<file path="config.mk">
export PLATFORM = sky130hd
export DESIGN_NAME = vga_fb_arbiter
export DESIGN_NICKNAME = d
export VERILOG_FILES = /design/src/rtl/vga_fb_arbiter.sv
export SDC_FILE = /design/constraint.sdc
export NUM_CORES = 1
export LEC_CHECK = 0
export CORE_ASPECT_RATIO = 1.4
export CORE_UTILIZATION = 54
export CTS_CLUSTER_DIAMETER = 200
export CTS_CLUSTER_SIZE = 8
export DETAILED_ROUTE_END_ITERATION = 7
export PLACE_DENSITY = 0.93
export SLEW_MARGIN = 10
export SYNTH_ARGS = -nofsm -noshare
export SYNTH_HDL_FRONTEND = slang
export SYNTH_SLANG_ARGS = --single-unit
</file>
<file path="constraint.sdc">
create_clock -name clk_pix -period 6 [get_ports clk_pix]
set_input_delay 0.9 -clock clk_pix [delete_from_list [all_inputs] [get_ports clk_pix]]
set_output_delay 0.9 -clock clk_pix [all_outputs]
set_load 0.03 [all_outputs]
</file>
<file path="src/rtl/vga_fb_arbiter.sv">
// vga_fb_arbiter: shares the framebuffer RAM between per-row line prefetch and a drawing client
// Ports: clk_pix/rst_pix clock and async reset; newline/sy line start from the timing generator;
//        mem_* framebuffer RAM port; lb_* line buffer fill port and bank; draw_* drawing client
//        access; busy while prefetching; fetch_overrun sticky error flag.
module vga_fb_arbiter #(
    parameter int FB_COLS    = 200,
    parameter int FB_ROWS    = 150,
    parameter int SCALE_LOG2 = 2,
    parameter int V_TOTAL    = 628,
    parameter int ADDR_W     = 15,
    parameter int DATA_W     = 4
) (
    input  logic              clk_pix,
    input  logic              rst_pix,
    input  logic              newline,
    input  logic [9:0]        sy,
    output logic [ADDR_W-1:0] mem_addr,
    output logic              mem_we,
    output logic [DATA_W-1:0] mem_wdata,
    input  logic [DATA_W-1:0] mem_rdata,
    output logic              lb_we,
    output logic [7:0]        lb_addr,
    output logic [DATA_W-1:0] lb_wdata,
    output logic              lb_bank,
    input  logic              draw_req,
    input  logic              draw_we,
    input  logic [ADDR_W-1:0] draw_addr,
    input  logic [DATA_W-1:0] draw_wdata,
    output logic              draw_gnt,
    output logic              draw_rvalid,
    output logic [DATA_W-1:0] draw_rdata,
    output logic              busy,
    output logic              fetch_overrun
);
    typedef enum logic [1:0] {IDLE, FETCH, DRAIN} state_t;
    state_t state, state_n;
    logic [9:0] nxt;
    logic trig, idle, fetch, lb_v, rd_v;
    logic [7:0] col;
    logic [ADDR_W-1:0] base, addr_q;

    assign nxt = (sy == 10'(V_TOTAL - 1)) ? '0 : sy + 10'd1;
    assign trig = newline && nxt[SCALE_LOG2-1:0] == '0 && nxt < 10'(FB_ROWS << SCALE_LOG2);
    assign idle = state == IDLE;
    assign fetch = state == FETCH;
    assign busy = !idle;
    // gated by reset so the combinational grant is also 0 while reset is held
    assign draw_gnt = draw_req && idle && !trig && !rst_pix;
    // addr_q keeps the RAM address stable when nobody is using the port
    assign mem_addr = fetch ? base + ADDR_W'(col) : draw_gnt ? draw_addr : addr_q;
    assign mem_we = draw_gnt && draw_we;
    assign mem_wdata = draw_gnt ? draw_wdata : '0;
    assign lb_we = lb_v;
    assign lb_wdata = lb_v ? mem_rdata : '0;
    assign draw_rvalid = rd_v;
    assign draw_rdata = rd_v ? mem_rdata : '0;

    always_comb begin
        state_n = idle ? (trig ? FETCH : IDLE) :
                  fetch ? (col == 8'(FB_COLS - 1) ? DRAIN : FETCH) : IDLE;
    end

    always_ff @(posedge clk_pix or posedge rst_pix) begin
        if (rst_pix) state <= IDLE;
        else         state <= state_n;
    end

    always_ff @(posedge clk_pix or posedge rst_pix) begin
        if (rst_pix) begin
            col           <= '0;
            base          <= '0;
            addr_q        <= '0;
            lb_v          <= 1'b0;
            lb_addr       <= '0;
            lb_bank       <= 1'b0;
            rd_v          <= 1'b0;
            fetch_overrun <= 1'b0;
        end else begin
            col    <= fetch ? col + 8'd1 : '0;
            addr_q <= mem_addr;
            lb_v   <= fetch;
            rd_v   <= draw_gnt && !draw_we;
            if (fetch) lb_addr <= col;
            if (idle && trig) begin
                base    <= ADDR_W'(nxt >> SCALE_LOG2) * ADDR_W'(FB_COLS);
                lb_bank <= !lb_bank;
            end
            if (!idle && trig) fetch_overrun <= 1'b1;
        end
    end
endmodule

</file>
==> Word-level counts from Yosys, hierarchy flattened <==
Cells that the tools add are included.
Widths: inputs -> output; s select.
{ "word_totals": {"register_bits": 49, "out_inout_bits": 42, "input_bits": 38, "wordCells": 44} }
{ "classes": {"addsub": 3, "eq_ne": 3, "magnitude_cmp": 1, "n_reduce_logical": 16, "n_mux": 11, "mul": 1} }
{ "op_table": {"columns": ["operator", "n"], "rows": [
  ["$mux 15", 2],
  ["$add 15x8->15", 1],
  ["$mul 8x5->12 const B", 1],
  ["$mux 4", 3],
  ["$add 10x1->10 const B", 1],
  ["$eq 10x10->1 const B", 1],
  ["$lt 10x10->1 const B", 1],
  ["$mux 10", 1],
  ["$logic_and 1x1->1", 9],
  ["$add 8x1->8 const B", 1],
  ["$eq 8x8->1 const B", 1],
  ["$mux 8", 1],
  ["$mux 2", 3],
  ["$logic_not 1->1", 5],
  ["$logic_not 2->1", 2],
  ["$eq 2x1->1 const B", 1],
  ["$mux 1", 1]
]} }

==> Depth between registers and ports, before layout <==
{ "logic_depth": {"ltp_word": 10, "ltp_mapped": 17} }

==> Least setup slack after synthesis <==
OpenSTA, ideal clock, no wires.
{ "synth_path": {"path_type": "input port to flip-flop", "startpoint": "input port sy[3]", "endpoint": "register base[14]", "t_arrival_ns": 4.548, "path_slack_ns": 1.325, "required_ns": 5.873, "setup_time_ns": 0.127, "stages": 16, "path_cell_list": "buf_6 > or4b_4 > nor3b_4 > a21boi_0 > o21ai_0 > o31ai_1 > ha_1 > inv_1 > ha_1 > fa_1 > ha_1 > a21oi_1 > a21oi_1 > o41ai_1 > xnor2_1 > mux2_1"} }
{ "synth_between": {"word_cells_on_any_way": 9} }
{ "synth_rtl": {"columns": ["item", "line", "rtl"], "rows": [
  ["start, declared", "16", "input logic [9:0] sy,"],
  ["$add 10x1->10 / $eq 10x10->1 (equally long branches)", "42", "assign nxt = (sy == 10'(V_TOTAL - 1)) ? '0 : sy + 10'd1;"],
  ["$mux 10 *", "42", null],
  ["via nxt[4]", "37", "logic [9:0] nxt;"],
  ["parallel branches: the longest is 3 deep, another holds $mul 8x5->12", null, null],
  ["end signal, assigned", "85", "base <= ADDR_W'(nxt >> SCALE_LOG2) * ADDR_W'(FB_COLS);"],
  ["end, declared", "40", "logic [ADDR_W-1:0] base, addr_q;"]
]} }
Mark *: on every way through the listed nets, which the timed path passes.
A chain may end at the register's enable or synchronous reset.

==> Final worst setup path <==
{ "layout_path": {"startpoint": "input port sy[3]", "endpoint": "output port mem_addr[7]"} }
{ "layout_between": {"word_cells_on_any_way": 12} }
{ "layout_rtl": {"columns": ["item", "line", "rtl"], "rows": [
  ["$add 10x1->10 / $eq 10x10->1 (equally long branches)", "42", null],
  ["$mux 10 *", "42", null],
  ["via nxt[4]", "37", null],
  ["$lt 10x10->1 *", "43", "assign trig = newline && nxt[SCALE_LOG2-1:0] == '0 && nxt < 10'(FB_ROWS << SCALE_LOG2);"],
  ["$logic_and 1x1->1 *", "43", null],
  ["$logic_not 1->1 *", "48", "assign draw_gnt = draw_req && idle && !trig && !rst_pix;"],
  ["$logic_and 1x1->1 * (2 in a row)", "48", null],
  ["$mux 15 * (2 in a row)", "50", "assign mem_addr = fetch ? base + ADDR_W'(col) : draw_gnt ? draw_addr : addr_q;"],
  ["end, declared", "17", "output logic [ADDR_W-1:0] mem_addr,"]
]} }
Mark *: on every way through the listed nets, which the timed path passes. The rest lies on a longest branch.

==> flow_metrics.env <==
export IMPL_status="complete, no violations"
export IMPL_skew_ns=0.006487
export IMPL_synth_edf_count=0
export IMPL_cpMostUsedCell="clkdlybuf4s50_1"
export IMPL_reg2reg_from="state[0]"
export IMPL_synth_adder_area_share_pct=15.52
export IMPL_grt_pass1_wl_mm=12.69
export IMPL_rsz0062_at_grt="no"
export IMPL_crit_type="in -> out"
export IMPL_pwr_share_clk_pct=24.3
export IMPL_syn_to_final_growth_pct=26.99
export IMPL_cts_root_buffer="clkbuf_8"
export IMPL_num_rows=33
export IMPL_die_height_um=95.03
export IMPL_numCtsBuffers=5
export IMPL_ys_ff_latch=49
export IMPL_cts_tree="yes"
export IMPL_viasPerCell=5.798
export IMPL_ir_drop_v=0.0001024
export IMPL_comb_power_share_pct=29.6
export IMPL_route_detailed_drc=0
export IMPL_wl_per_cell_um=15.92
export IMPL_async_reset_ff_share_pct=100.0
export IMPL_critPathSlowestCell="clkdlybuf4s50_1"
export IMPL_hold_slack_ns=0.4728
export IMPL_synth_compound_area_share_pct=12.78
export IMPL_cp_top_family="compound AO/OA/AOI/OAI gates"
export IMPL_yosys_most_used_dff="dfrtp_1"
export IMPL_postLayoutCoreUtil_pct=71.79
export IMPL_finalCritPeriodShare_pct=93.76
export IMPL_final_cell_area_um2=4239
export IMPL_clk_pin_slew_ns=0.08
export IMPL_yosys_top_cells_count="dfrtp_1 (49), ha_1 (35), nand2_1 (35)"
export IMPL_synth_seq_area_share_pct=36.73
export IMPL_numPortBuffers=79
export IMPL_crit_path_end="mem_addr[7]"
export IMPL_max_freq_ghz=0.1778
export IMPL_syn_cell_area_um2=3338
export IMPL_critical_path_arrival_ns=4.73
export IMPL_slowest_delay_ns=0.61
export IMPL_synth_most_common_cell="dfrtp_1"
export IMPL_initial_utilization_pct=56.54
export IMPL_clk_latency_ns=0.30
export IMPL_cts_sinks=49
export IMPL_path_max_fanout=15
export IMPL_grt_pass1_vias=2811
export IMPL_final_max_slew_viol_count=0
export IMPL_dp_hpwl_mm=6.161
export IMPL_drive_gt1_share_pct=5.048
export IMPL_reg2reg_depth=5
export IMPL_rrSetupSlack_ns=3.43
export IMPL_required_ns=5.10
export IMPL_syn_area_per_cell_um2=9.818
export IMPL_dr_pass1_iters=4
export IMPL_syn_inst=340
export IMPL_startpoint="sy[3]"
export IMPL_hold_viol=0
export IMPL_postPlaceCellArea_um2=4156
export IMPL_path_depth=12
export IMPL_dp_worst_setup_slack_ns=0.4029
export IMPL_cp_start_kind="input port"
export IMPL_p_int_w=0.0005336
export IMPL_switching_share_pct=30.14
export IMPL_grt_max_degree=50
export IMPL_h_tree_depth=2
export IMPL_n_fill_cell=443
export IMPL_synth_top_area_share_pct=36.73
export IMPL_hp_class="reg -> reg"
export IMPL_net_switching_power_w=0.0002303
export IMPL_hold_buffers=0
export IMPL_io_pins=80
export IMPL_p_leak_nw=1.891
export IMPL_r2r_end="addr_q[7]"
export IMPL_core_area_um2=5904
export IMPL_synth_top_family_by_area="simple AND/OR/NAND/NOR gates"
export IMPL_antenna_found_initial=0
export IMPL_seq_power_share_pct=46.0
export IMPL_power_density_nw_per_um2=180.2
export IMPL_worstMarginPinSlew_ns=1.008
export IMPL_routabilityCongestion=0.8867
export IMPL_fp_dieW_um=68.45
export IMPL_clk_path_buf_depth=2
export IMPL_cts_resized=0
export IMPL_layout_min_cycle_time_ns=5.626
export IMPL_cp_num_buf_inv=2
export IMPL_worst_slack_ns=0.3741
export IMPL_setup_tns_ns=0
export IMPL_endpoint_kind="output pin"
export IMPL_grt_usage_pct=26.35
export IMPL_ant_nets=0
export IMPL_yosysUniqueCellTypes=50
export IMPL_synthSimpleGateAreaFrac_pct=18.55
export IMPL_synth_top_area_cell="dfrtp_1"
export IMPL_nets=492
export IMPL_relSlewSlack_pct=32.73
export IMPL_yosys_top_cells_area="dfrtp_1 (37%), ha_1 (13%), xnor2_1 (4.5%)"
export IMPL_insertedDiodeCount=0
export IMPL_synth_xor_area_share_pct=7.871
export IMPL_setup_viol=0
export IMPL_worstPathCellList="clkdlybuf4s50_1 > or4b_4 > nor3b_4 > a21boi_0 > o21ai_0 > o31ai_1 > ha_1 > and2_1 > o2111ai_4 > nand2_2 > a211o_1 > clkdlybuf4s50_1"
export IMPL_syn_nets=417
export IMPL_yosysWarnings=0
export IMPL_totalWireLength_mm=7.739
export IMPL_grt_ovfl_total=0
export IMPL_synth_area_mux_share_pct=4.385
export IMPL_drtIter0Drc=185
export IMPL_vias=2818
export IMPL_cap_violations=0
export IMPL_cts_setup_buffers=0
export IMPL_die_area_um2=6505
==> per-layer routing <==
metal | vias to the layer above | global-route usage [%] | share of wire [%]
li1 | 1348 | - | -
met1 | 1336 | 29.22 | 39
met2 | 114 | 47.06 | 51
met3 | 20 | 4.067 | 6.2
met4 | 0 | 13.37 | 3.7
met5 | - | 0 | 0
==> kinds of logic (layout without fill, tap and decap cells) <==
logic type / count (synthesis) / after routing
buffers and inverters: 29 / 105
and+or+nand+nor: 119 / 119
DFF: 49 / 49
adders and majority gates: 39 / 39
xor gates and xnor gates: 30 / 30
AOI/OAI and AO/OA: 61 / 61
muxes: 13 / 13
==> cell usage in the layout (no fill, tap or decap), drive strengths merged, types with 2 or more instances in the layout <==
cell type / n
clkdlybuf4s50: 79
dfrtp: 49
nand2: 36
ha: 35
o21ai: 22
xnor2: 17
and2: 17
nor2: 16
inv: 15
nand4: 14
nand3: 13
xor2: 13
mux2: 13
o211ai: 10
a21oi: 8
nor3: 7
clkbuf: 6
fa: 4
and3: 3
a21o: 3
o21bai: 3
nand2b: 3
buf: 3
a21boi: 3
nor3b: 3
nor4: 2
o21a: 2
clkinv: 2
o2111ai: 2
==> state kept, by name (all words and copies together) (netlist names) <==
name	cells
addr_q	15
base	12
col	8
lb_addr	8
state	2
draw_rvalid	1
fetch_overrun	1
lb_bank	1
lb_we	1
==> power by group through the flow <==
| stage | clock (W) | sequential (W) | combinational [W] |
|---|---|---|---|
| 6_report | 0.000186 | 0.000352 | 0.000226 |
| 5_1_grt | 0.000202 | 0.000353 | 0.000255 |
| 4_1_cts | 0.000188 | 0.000352 | 0.000228 |
| 3_5_place_dp | 0 | 0.000358 | 0.000227 |
| 3_3_place_gp | 0 | 0.000357 | 0.000218 |
| 2_1_floorplan | 0 | 0.000356 | 0.000149 |
==> through the flow <==
stage	std cells	total power (W)
2_1_floorplan	340	0.0005050
3_3_place_gp	478	0.0005750
3_5_place_dp	478	0.0005854
4_1_cts	486	0.0007684
5_1_grt	486	0.0008102
6_report	486	0.0007639
==> layout make-up <==
cell class / count / area [um2] / share of cell area (%)
clock inverter: 2 / 10.01 / 0.2361
timing repair buffer: 82 / 813.3 / 19.19
inverter: 15 / 56.30 / 1.328
multi-input combinational: 262 / 1973 / 46.55
tap: 70 / 87.58 / 2.066
clock buffer: 6 / 72.57 / 1.712
sequential: 49 / 1226 / 28.93
==> how the worst min path moves through the flow <==
stage                  from       to  depth (start not counted)
floorplan            col[0]   col[0]                          1
CTS                 lb_bank  lb_bank                          1
finish              lb_bank  lb_bank                          1
global placement    lb_bank  lb_bank                          1
detailed placement  lb_bank  lb_bank                          1
global route        lb_bank  lb_bank                          1
Note: power is estimated with default switching activity, not from simulation.
